## config.mk

```make
export PLATFORM = sky130hd
export DESIGN_NAME = booth_product_bcd_flat
export DESIGN_NICKNAME = d
export VERILOG_FILES = /design/src/rtl/booth_product_bcd_if.sv /design/src/rtl/booth_product_bcd.sv /design/src/flat_wrapper.sv
export SDC_FILE = /design/constraint.sdc
export NUM_CORES = 1
export LEC_CHECK = 0
export BUFFER_PORTS_ARGS = -buffer_cell sky130_fd_sc_hd__buf_2
export CORE_MARGIN = 3
export CORE_UTILIZATION = 47
export CTS_CLUSTER_SIZE = 14
export DETAILED_ROUTE_END_ITERATION = 8
export GPL_TIMING_DRIVEN = 0
export MAX_ROUTING_LAYER = met4
export PLACE_DENSITY = 0.71
export SYNTH_ARGS = -nofsm -noshare
export SYNTH_HDL_FRONTEND = slang
export SYNTH_SLANG_ARGS = --single-unit
```

## constraint.sdc

```tcl
create_clock -name clk -period 2.2 [get_ports clk]
set_clock_uncertainty 0.2 [all_clocks]
set_input_delay 0.22 -clock clk [delete_from_list [all_inputs] [get_ports clk]]
set_output_delay 0.22 -clock clk [all_outputs]
set_load 0.005 [all_outputs]
```

## src/rtl/booth_product_bcd_if.sv

```systemverilog
// Request/result bundle between the Booth multiplier control and the BCD converter.
// The multiplier side owns start/product, and the converter side owns the result signals.
interface booth_product_bcd_if #(
  parameter int WIDTH  = 16,
  parameter int DIGITS = 5
);
  logic                  start;
  logic [WIDTH-1:0]      product;
  logic                  busy;
  logic                  done;
  logic                  valid;
  logic                  sign;
  logic [4*DIGITS-1:0]   bcd;

  modport master (
    output start, product,
    input  busy, done, valid, sign, bcd
  );

  modport slave (
    input  start, product,
    output busy, done, valid, sign, bcd
  );
endinterface

```

## src/rtl/booth_product_bcd.sv

```systemverilog
// Signed product to packed-BCD converter using iterative double dabble.
// Each bit is handled in two cycles: one to add 3 to the nibbles, then one to shift.
module booth_product_bcd #(
  parameter int WIDTH  = 16,
  parameter int DIGITS = 5
) (
  input  logic                 clk,
  input  logic                 rst,
  booth_product_bcd_if.slave   bus
);
  localparam int CW = $clog2(WIDTH) + 1;
  localparam int BW = 4 * DIGITS;

  typedef enum logic [1:0] {IDLE, ADJUST, SHIFT, FINISH} state_t;

  state_t            state_reg;
  logic              sign_r_reg;
  logic [WIDTH-1:0]  mag_reg;
  logic [BW-1:0]     work_reg;
  logic [CW-1:0]     cnt_reg;
  logic              busy_reg;
  logic              done_reg;
  logic              valid_reg;
  logic              sign_reg;
  logic [BW-1:0]     bcd_reg;

  logic [WIDTH-1:0]  mag_in;
  logic [BW-1:0]     work_adj;

  // Taking the magnitude in WIDTH unsigned bits lets the most negative value map to itself (0x8000 -> 32768).
  assign mag_in = bus.product[WIDTH-1] ? (~bus.product + WIDTH'(1)) : bus.product;

  genvar gi;
  generate
    for (gi = 0; gi < DIGITS; gi++) begin : g_adj
      assign work_adj[gi*4 +: 4] = (work_reg[gi*4 +: 4] >= 4'd5) ?
                                   (work_reg[gi*4 +: 4] + 4'd3) :
                                   work_reg[gi*4 +: 4];
    end
  endgenerate

  always_ff @(posedge clk) begin
    if (rst) begin
      state_reg  <= IDLE;
      sign_r_reg <= 1'b0;
      mag_reg    <= '0;
      work_reg   <= '0;
      cnt_reg    <= '0;
      busy_reg   <= 1'b0;
      done_reg   <= 1'b0;
      valid_reg  <= 1'b0;
      sign_reg   <= 1'b0;
      bcd_reg    <= '0;
    end else begin
      done_reg <= 1'b0;
      case (state_reg)
        IDLE: begin
          if (bus.start) begin
            sign_r_reg <= bus.product[WIDTH-1];
            mag_reg    <= mag_in;
            work_reg   <= '0;
            cnt_reg    <= '0;
            busy_reg   <= 1'b1;
            valid_reg  <= 1'b0;
            state_reg  <= ADJUST;
          end
        end
        ADJUST: begin
          work_reg  <= work_adj;
          state_reg <= SHIFT;
        end
        SHIFT: begin
          {work_reg, mag_reg} <= {work_reg, mag_reg} << 1;
          cnt_reg             <= cnt_reg + CW'(1);
          state_reg           <= (cnt_reg == CW'(WIDTH - 1)) ? FINISH : ADJUST;
        end
        FINISH: begin
          bcd_reg   <= work_reg;
          sign_reg  <= sign_r_reg;
          done_reg  <= 1'b1;
          valid_reg <= 1'b1;
          busy_reg  <= 1'b0;
          state_reg <= IDLE;
        end
        default: state_reg <= IDLE;
      endcase
    end
  end

  assign bus.busy  = busy_reg;
  assign bus.done  = done_reg;
  assign bus.valid = valid_reg;
  assign bus.sign  = sign_reg;
  assign bus.bcd   = bcd_reg;
endmodule

```

## src/flat_wrapper.sv

```systemverilog
// flat-port wrapper written by rule: the top's interface ports become plain ports
module booth_product_bcd_flat 
#(
  parameter int WIDTH  = 16,
  parameter int DIGITS = 5
)
  (clk, rst, bus_start, bus_product, bus_busy, bus_done, bus_valid, bus_sign, bus_bcd);
  booth_product_bcd_if #(.WIDTH(WIDTH), .DIGITS(DIGITS)) bus_i ();
  input  logic clk;
  input  logic rst;
  input wire logic [$bits(bus_i.start)-1:0] bus_start;
  input wire logic [$bits(bus_i.product)-1:0] bus_product;
  output wire logic [$bits(bus_i.busy)-1:0] bus_busy;
  output wire logic [$bits(bus_i.done)-1:0] bus_done;
  output wire logic [$bits(bus_i.valid)-1:0] bus_valid;
  output wire logic [$bits(bus_i.sign)-1:0] bus_sign;
  output wire logic [$bits(bus_i.bcd)-1:0] bus_bcd;
  assign bus_i.start = bus_start;
  assign bus_i.product = bus_product;
  assign bus_busy = bus_i.busy;
  assign bus_done = bus_i.done;
  assign bus_valid = bus_i.valid;
  assign bus_sign = bus_i.sign;
  assign bus_bcd = bus_i.bcd;
  booth_product_bcd #(.WIDTH(WIDTH), .DIGITS(DIGITS)) u_core (.clk(clk), .rst(rst), .bus(bus_i));
endmodule
```

==> run metrics, run 1 <==
Worst IR Drop VDD=370.7 uV; fraction of final layout cells with drive strength greater than 1=17.88%; Filler Cells Inserted=about 710; count of state elements after synthesis=68; sequential share of the synthesized area=between 30 and 40%; later-pin clock latency in the skew report=0.35 ns; non-filler instance count after layout=611; maximum root-to-sink buffer count=2; Startpoint Class=flip-flop; critical path start-end classification=reg -> reg; pwr dens=724.2 mW/mm^2; worst flop-to-flop path endpoint=u_core.mag_reg[14]$_SDFFE_PP0P_; post-route worst setup slack=-0.001724 ns; layout-stage area growth over the synthesis result=16.42%; post-layout net count=541; die width=95.84 um; number of placed instances, taps included=594; warning count from the yosys run=0; overall via count from detail_route=3,546; minimum period implied by the final worst setup slack=2.202 ns; initial standard-cell utilization of the core=about half; antenna violations before repair=0; footprint of the multi-input gates=between 0.002 and 0.0025 sq mm; Wirelength per Cell=16.42 um; Boundary Pins=43; most area-hungry cell type in the Yosys netlist=dfxtp_1; RePlAce Congestion=a little over 0.8; class of the worst hold path=in -> reg; Worst slew margin=60.22%; via count of the first global-routing pass=3,331; number of pins exceeding their max-slew limit in the final report=0; cell area after synthesis=around 0.0038 sq mm; number of iterations in the first detailed-routing pass=6; overall power of the completed layout=approximately 3200 uW; outcome=complete, but fails checks; cell depth of the worst flop-to-flop path=7; post-CTS setup buffers=0; drc violations=0; Final Hold Violating Endpoints=0; clock slew at the register clock pins of the worst setup and hold paths=0.08 ns; data arrival time of the critical path=2.22 ns; kind of capture point of the worst setup path=flip-flop; Tot GR Track Use=between 20% and 30%; violated checks=negative setup slack; final cycle utilization of the critical path=100.1%; CTS tree=done; grt total ovfl=0; Post-synth EDFFs=0; area of the die=0.009185 sq mm; Commonest cells post-synth=dfxtp_1 (68), nor2_1 (41), a21oi_1 (40), o21ai_0 (39), nand2_1 (36); vertical die dimension=~96 um; average cell area after synthesis=between 8 and 9 sq um; H-Tree Depth=3; first-pass GRT wire length=~16,000 um; Synth Instances=452; number of clock sinks=68; Worst Min Path Start=bus_product[9]; count leader, synth=dfxtp_1; DR vias/cell=just under 6; area share of the largest cell type after synthesis=35.88%; core region area=0.007767 sq mm; count of final setup violators=1; post-route antenna net violation count=0; HPWL after detailed placement=about 7100 um; sequential cell area=0.001361 sq mm; count of port buffers added during placement=40; total wirelength of the detailed-routed design=10,030 um; critical path fanouts, max=10; number of max-capacitance violations reported=0; Syn Nets=around 500; actual slew at the worst max-slew pin=about 0.60 ns; Clock Tree Root=clkbuf_8; flop-to-flop setup slack=-0.002 ns; r2r startpoint=u_core.state_reg[0]$_SDFFE_PP0P_; Area contributors post-synth=dfxtp_1 (36%), mux2i_1 (6.3%), ha_1 (5.9%); cell depth of the worst hold path=3; critical path data required time=~2.2 ns; number of distinct library cells after synthesis=50; RSZ-0062 raised after global routing=yes; LEAKAGE=around 0.0017 uW; Num CTS Buffers=9; num rows=32; most common flop cell mapped by yosys=dfxtp_1; initial DRC count=226; upper clock frequency limit=0.4542 GHz; maximum number of pins on one net before global-route repair=12; share of flip-flops with an asynchronous set or reset=0%; WHS Endpoint=u_core.mag_reg[9]$_SDFFE_PP0P_; Antenna diodes=0
## metal layers
layer	vias up	track usage [%]	share of wire, %
met5	-	-	0
met4	0	9.005	1.5
met3	12	3.597	4.8
met2	95	38.16	48
met1	1711	29.87	45
li1	1728	-	-
## cell families after synthesis
logic type               count (synthesis)  share of synthesized area [%]
AO/OA/AOI/OAI                          125                          21.50
XOR/XNOR                                13                          3.001
adder cells (fa/ha/maj)                 18                          5.937
buffers and inverters                   47                          4.947
flip-flops                              68                          35.88
multiplexers                            26                          6.926
AND/OR/NAND/NOR                        155                          21.80
## cells in the final DEF (no fill, tap or decap), types with 6 or more instances in the layout
| master | n |
|---|---|
| a21oi_1 | 39 |
| nor2_1 | 41 |
| a32oi_1 | 6 |
| nand3_1 | 7 |
| ha_1 | 16 |
| buf_2 | 47 |
| nand2b_1 | 17 |
| clkbuf_1 | 9 |
| o21ai_0 | 39 |
| nand2_1 | 36 |
| o32ai_1 | 7 |
| nand4b_1 | 16 |
| xor2_1 | 11 |
| dfxtp_1 | 68 |
| inv_1 | 17 |
| clkbuf_8 | 11 |
| clkbuf_2 | 8 |
| mux2i_1 | 23 |
## worst max path at each step
stage | end | slack (ns) | cells past startpoint | startpoint
6_report | u_core.mag_reg[14]$_SDFFE_PP0P_ | -0.002 | 7 | u_core.state_reg[0]$_SDFFE_PP0P_
4_1_cts | u_core.work_reg[19]$_SDFFE_PP0P_ | 0.01 | 6 | u_core.state_reg[0]$_SDFFE_PP0P_
3_5_place_dp | u_core.cnt_reg[2]$_SDFFE_PP0P_ | -0.40 | 7 | u_core.state_reg[1]$_SDFFE_PP0P_
2_1_floorplan | u_core.cnt_reg[2]$_SDFFE_PP0P_ | 0.12 | 7 | u_core.state_reg[0]$_SDFFE_PP0P_
3_3_place_gp | u_core.cnt_reg[2]$_SDFFE_PP0P_ | -0.34 | 7 | u_core.state_reg[1]$_SDFFE_PP0P_
5_1_grt | u_core.mag_reg[14]$_SDFFE_PP0P_ | -0.09 | 7 | u_core.state_reg[0]$_SDFFE_PP0P_
## stage by stage
stage	setup TNS [ns]	hold WS, ns	area (sq um)	setup slack (ns)	util (%)
floorplan	0	0.1683	3794	0.1222	-
global placement	-5.938	0.2377	4121	-0.3415	53.06
detailed placement	-7.256	0.2467	4121	-0.4049	53.06
CTS	0	0.002364	4380	0.01362	56.39
global route	-0.09860	0.01759	4417	-0.09404	56.86
finish	-0.001724	0.01285	4417	-0.001724	56.86
## timing repair
item                                    4_1_cts  5_1_grt
resized for setup                            13       19
hold buffers                                  3        0
hold endpoints to repair                      3        0
pin swaps                                     0        2
endpoints found under the setup margin       44       29
## layout make-up
type	count	share of cell area, %
Buffer	28	3.059
Clock buffer	12	3.513
Clock inverter	4	1.076
Inverter	17	1.445
Timing Repair Buffer	43	5.212
Sequential cell	68	30.82
Multi-Input combinational cell	337	51.98
Tap cell	102	2.890
## worst max-delay path, stage by stage, from the launching register on
cell      delay, ns
dfxtp_1        0.34
inv_1          0.18
ha_2           0.33
mux2_2         0.41
clkbuf_2       0.21
nand3_1        0.12
a21oi_1        0.08
nand4b_1       0.21
## where the power goes
group | leakage [uW] | switching, uW | internal [uW] | total [uW]
sequential | 0.000552 | 60.3 | 1300 | 1360
combinational | 0.000997 | 491 | 280 | 771
clock | 0.000102 | 483 | 582 | 1070
Note: power is estimated with default switching activity, not from simulation.
==> run 2, diff against run 1 <==
Settings changed: CORE_MARGIN 3 to 2, PLACE_DENSITY 0.71 to 0.68.
Clock period 2.2 ns to 2.47 ns, I/O delays scaled along.
==> run metrics, run 2 (same netlist as run 1, synthesis figures left out) <==
outcome=complete, no violations (was complete, but fails checks); Wirelength per Cell=15.80 um (was 16.42 um); Tot GR Track Use=23.61% (was 23.64%); number of iterations in the first detailed-routing pass=5 (was 6); clock slew at the register clock pins of the worst setup and hold paths=0.07 ns (was 0.08 ns); LEAKAGE=0.001626 uW (was 0.001651 uW); maximum number of pins on one net before global-route repair=12 (unchanged); ordered cell list for the critical path=inv_1 -> ha_1 -> clkbuf_2 -> buf_2 -> nand2_1 -> mux2_2 -> nor2_1 (was inv_1 -> ha_2 -> mux2_2 -> clkbuf_2 -> nand3_1 -> a21oi_1 -> nand4b_1); number of pins exceeding their max-slew limit in the final report=0 (unchanged); post-route standard cell area excluding fillers=0.004362 sq mm (was 0.004417 sq mm); maximum root-to-sink buffer count=2 (unchanged); die width=93.84 um (was 95.84 um); critical path fanouts, max=10 (unchanged); hold slack final=0.02022 ns (was 0.01285 ns); overall via count from detail_route=3,525 (was 3,546); Num CTS Buffers=9 (unchanged); grt total ovfl=0 (unchanged); RSZ-0062 raised after global routing=no (was yes); class of the worst hold path=in -> reg (unchanged); Boundary Pins=43 (unchanged); Worst slew margin=46.00% (was 60.22%); final cycle utilization of the critical path=92.48% (was 100.1%); core region area=0.007767 sq mm (unchanged); final cell utilization of the core=56.15% (was 56.86%); Final Hold Violating Endpoints=0 (unchanged); cell at the slowest stage of the critical path=dfxtp_1 (was mux2_2); RePlAce Congestion=0.8668 (was 0.8265); layout-stage area growth over the synthesis result=14.97% (was 16.42%); Worst IR Drop VDD=318.3 uV (was 370.7 uV); critical path start-end classification=reg -> reg (unchanged); footprint of the multi-input gates=0.002253 sq mm (was 0.002296 sq mm); drc violations=0 (unchanged); pwr dens=659.4 mW/mm^2 (was 724.2 mW/mm^2); H-Tree Depth=3 (unchanged); vertical die dimension=93.84 um (was 95.84 um); via count of the first global-routing pass=3,225 (was 3,331); number of max-capacitance violations reported=0 (unchanged); upper clock frequency limit=0.4378 GHz (was 0.4542 GHz); first-pass GRT wire length=15,900 um (was 16,350 um); highest-count cells in the layout ignoring fill and taps=dfxtp_1 (68), buf_2 (43), nor2_1 (41) (was dfxtp_1 (68), buf_2 (47), nor2_1 (41)); overall power of the completed layout=2876 uW (was 3198 uW); Antenna diodes=0 (unchanged); antenna violations before repair=0 (unchanged); minimum period implied by the final worst setup slack=2.284 ns (was 2.202 ns); sequential cell area=0.001361 sq mm (unchanged); number of clock sinks=68 (unchanged); later-pin clock latency in the skew report=0.35 ns (about the same); leading cell type in the layout, fill and taps excluded=dfxtp_1 (unchanged); HPWL after detailed placement=6842 um (was 7089 um); delay of the slowest cell on the worst path=0.34 ns (was 0.41 ns); post-route antenna net violation count=0 (unchanged); Startpoint Class=flip-flop (unchanged); DR vias/cell=5.779 (was 5.804); count of final setup violators=0 (was 1); CTS tree=done (unchanged); fraction of final layout cells with drive strength greater than 1=15.94% (was 17.88%); initial DRC count=172 (was 226); count of port buffers added during placement=40 (unchanged); data arrival time of the critical path=2.37 ns (was 2.22 ns); post-layout net count=540 (was 541); critical path data required time=2.56 ns (was 2.22 ns); num rows=32 (unchanged); kind of capture point of the worst setup path=flip-flop (unchanged); total wirelength of the detailed-routed design=9639 um (was 10,030 um); Filler Cells Inserted=753 (was 714); placed standard-cell area=0.004121 sq mm (unchanged); area of the die=0.008806 sq mm (was 0.009185 sq mm); Clock Tree Root=clkbuf_8 (unchanged); initial standard-cell utilization of the core=48.84% (unchanged); actual slew at the worst max-slew pin=0.8099 ns (was 0.5967 ns)
run 2: per-layer routing:
layer | track usage, % | part of all wire (%)
met3 | 4.013 | 5.5
met1 | 29.75 | 45
met4 | 6.280 | 1.1
met5 | - | 0
met2 | 39.35 | 49
run 2: through the flow:
| step | std cells | setup slack [ns] | setup TNS, ns |
|---|---|---|---|
| after floorplan | 452 | 0.3922 | 0 |
| after global placement | 594 | -0.08284 | -0.5740 |
| final | 610 | 0.1858 | 0 |
| after CTS | 611 | 0.01711 | 0 |
| after global routing | 610 | 0.03206 | 0 |
| after detailed placement | 594 | -0.09461 | -0.6463 |
run 2: worst paths after layout:
kind | slack (ns) | cells past startpoint | startpoint | end
min | 0.02 | 3 | bus_product[11] | u_core.mag_reg[11]$_SDFFE_PP0P_
min reg2reg | 0.25 | 2 | u_core.mag_reg[2]$_SDFFE_PP0P_ | u_core.mag_reg[2]$_SDFFE_PP0P_
max | 0.19 | 7 | u_core.state_reg[0]$_SDFFE_PP0P_ | u_core.cnt_reg[0]$_SDFFE_PP0P_
max reg2reg | 0.19 | 7 | u_core.state_reg[0]$_SDFFE_PP0P_ | u_core.cnt_reg[0]$_SDFFE_PP0P_
run 2: layout make-up:
type / count / area share [%]
Multi-Input combinational cell: 337 / 51.66
Sequential cell: 68 / 31.21
Timing Repair Buffer: 41 / 4.819
Clock buffer: 11 / 3.242
Buffer: 29 / 2.955
Tap cell: 102 / 2.926
Clock inverter: 5 / 1.721
Inverter: 17 / 1.463
run 2: critical path: cells and delay by family (launching register included):
family,cells,cell delay [ns]
mux,1,0.32
fa+ha+maj,1,0.34
buf+inv,3,0.72
simple gates,2,0.30
flops,1,0.34
run 2: what timing repair did:
item                                    CTS  global route
pin swaps                                 0             0
hold endpoints to repair                  1             0
endpoints found under the setup margin   10            37
gates resized for setup                   1            15
hold buffers                              1             0
setup buffers                             0             0
run 2: power breakdown:
part	total (uW)	switching, uW	internal (uW)
logic	654	425	230
registers	1210	53.6	1160
clock network	1010	417	591
total	2880	895	1980
==> run 3, diff against run 2 <==
Settings changed: CORE_MARGIN 2 to unset.
==> run metrics, run 3 (same netlist as run 1, synthesis figures left out) <==
CTS tree=done (unchanged); Final Hold Violating Endpoints=0 (unchanged); number of iterations in the first detailed-routing pass=4 (was 5); outcome=complete, no violations (unchanged); overall via count from detail_route=3,544 (was 3,525); antenna violations before repair=0 (unchanged); grt total ovfl=0 (unchanged); core region area=0.007767 sq mm (unchanged); total wirelength of the detailed-routed design=9620 um (was 9639 um); clock slew at the register clock pins of the worst setup and hold paths=0.07 ns (about the same); overall power of the completed layout=3021 uW (was 2876 uW); kind of capture point of the worst setup path=flip-flop (unchanged); post-CTS setup buffers=0 (unchanged); die width=91.84 um (was 93.84 um); pwr dens=686.2 mW/mm^2 (was 659.4 mW/mm^2); number of max-capacitance violations reported=0 (unchanged); critical path data required time=2.50 ns (was 2.56 ns); later-pin clock latency in the skew report=0.35 ns (about the same); first-pass GRT wire length=16,270 um (was 15,900 um); final cycle utilization of the critical path=91.28% (was 92.48%); initial standard-cell utilization of the core=48.84% (unchanged); critical path fanouts, max=10 (unchanged); num rows=32 (unchanged); critical path start-end classification=reg -> reg (unchanged); class of the worst hold path=in -> reg (unchanged); Clock Tree Root=clkbuf_8 (unchanged); drc violations=0 (unchanged); cell at the slowest stage of the critical path=mux2_2 (was dfxtp_1); Worst IR Drop VDD=359.7 uV (was 318.3 uV); highest-count cells in the layout ignoring fill and taps=dfxtp_1 (68), buf_2 (43), nor2_1 (41) (unchanged); number of clock sinks=68 (unchanged); area of the die=0.008435 sq mm (was 0.008806 sq mm); minimum period implied by the final worst setup slack=2.255 ns (was 2.284 ns); delay of the slowest cell on the worst path=0.42 ns (was 0.34 ns); H-Tree Depth=3 (unchanged); count of final setup violators=0 (unchanged); via count of the first global-routing pass=3,357 (was 3,225); Startpoint Class=flip-flop (unchanged); post-layout net count=541 (was 540); Tot GR Track Use=25.09% (was 23.61%); maximum root-to-sink buffer count=2 (unchanged); RePlAce Congestion=0.8729 (was 0.8668); upper clock frequency limit=0.4435 GHz (was 0.4378 GHz); ordered cell list for the critical path=inv_1 -> ha_1 -> mux2_2 -> clkbuf_1 -> nand3_1 -> a21oi_1 -> nand4b_1 (was inv_1 -> ha_1 -> clkbuf_2 -> buf_2 -> nand2_1 -> mux2_2 -> nor2_1); Wirelength per Cell=15.74 um (was 15.80 um); vertical die dimension=91.84 um (was 93.84 um); DR vias/cell=5.800 (was 5.779); fraction of final layout cells with drive strength greater than 1=15.72% (was 15.94%); number of pins exceeding their max-slew limit in the final report=0 (unchanged); RSZ-0062 raised after global routing=no (unchanged); actual slew at the worst max-slew pin=0.7372 ns (was 0.8099 ns); leading cell type in the layout, fill and taps excluded=dfxtp_1 (unchanged); count of port buffers added during placement=40 (unchanged); LEAKAGE=0.001644 uW (was 0.001626 uW); cell family with most CP delay=multiplexers (was buffers and inverters); maximum number of pins on one net before global-route repair=12 (unchanged); Filler Cells Inserted=734 (was 753); hold slack final=0.02608 ns (was 0.02022 ns); Boundary Pins=43 (unchanged); HPWL after detailed placement=6839 um (was 6842 um); data arrival time of the critical path=2.29 ns (was 2.37 ns); Num CTS Buffers=9 (unchanged); buffers plus inverters on the worst setup path=2 (was 3); Worst slew margin=50.85% (was 46.00%); initial DRC count=135 (was 172); post-route antenna net violation count=0 (unchanged); layout-stage area growth over the synthesis result=16.06% (was 14.97%); Antenna diodes=0 (unchanged)
[run 3: changes by cell type in the layout (fill, tap and decap cells not counted), sizes merged]
| cell | before | now |
|---|---|---|
| bufinv | 2 | 3 |
| clkbuf | 32 | 33 |
| clkinv | 3 | 1 |
| dlygate4sd3 | 1 | 2 |
[run 3: repair_timing]
item / in CTS / in global routing
hold buffers: 2 / 0
hold endpoints to repair: 2 / 0
setup endpoints to repair: 10 / 32
resized for setup: 2 / 12
[run 3: metrics by stage]
stage                     cell area, sq um  setup TNS [ns]  setup slack, ns  utilization [%]  instances
after detailed placement              4121         -0.7832          -0.1206            53.06        594
after global placement                4121         -0.6482         -0.08922            53.06        594
after global routing                  4403               0          0.03168            56.68        611
after floorplan                       3794               0           0.3922                -        452
final                                 4403               0           0.2154            56.68        611
after CTS                             4397               0          0.04674            56.60        612
[run 3: final timing paths]
check                                     to                             start  cells after the start  slack, ns
max          u_core.mag_reg[14]$_SDFFE_PP0P_  u_core.state_reg[1]$_SDFFE_PP0P_                      7       0.22
min reg2reg   u_core.mag_reg[2]$_SDFFE_PP0P_    u_core.mag_reg[2]$_SDFFE_PP0P_                      2       0.25
max reg2reg  u_core.mag_reg[14]$_SDFFE_PP0P_  u_core.state_reg[1]$_SDFFE_PP0P_                      7       0.22
min          u_core.mag_reg[13]$_SDFFE_PP0P_                   bus_product[13]                      3       0.03
[run 3: per-layer routing]
| metal | vias up | share of wire, % | global-route usage [%] |
|---|---|---|---|
| li1 | 1730 | - | - |
| met1 | 1702 | 45 | 31.26 |
| met2 | 96 | 49 | 40.86 |
| met3 | 16 | 4.9 | 5.224 |
| met4 | 0 | 1.5 | 7.682 |
| met5 | - | 0 | - |
[run 3: tightest hold or removal path: stages]
cell and delay [ns]:
buf_2 0.10, xor2_1 0.08, o22ai_1 0.11
[run 3: power by group]
part / internal (uW) / leakage, uW / switching, uW
clock: 725 / 0.000127 / 431
sequential: 1160 / 0.000552 / 54.5
combinational: 230 / 0.000966 / 421
total: 2110 / 0.00164 / 907
[run 3: final cells by class]
type | count | area, sq um | share of cell area [%]
plain buffers | 29 | 128.9 | 2.927
clock buffers | 12 | 155.1 | 3.524
clock inverters | 4 | 95.09 | 2.160
inverters | 17 | 63.81 | 1.449
multi-input cells | 337 | 2251 | 51.12
flip-flops and latches | 68 | 1361 | 30.92
well taps | 102 | 127.6 | 2.899
repair buffers | 42 | 220.2 | 5.001
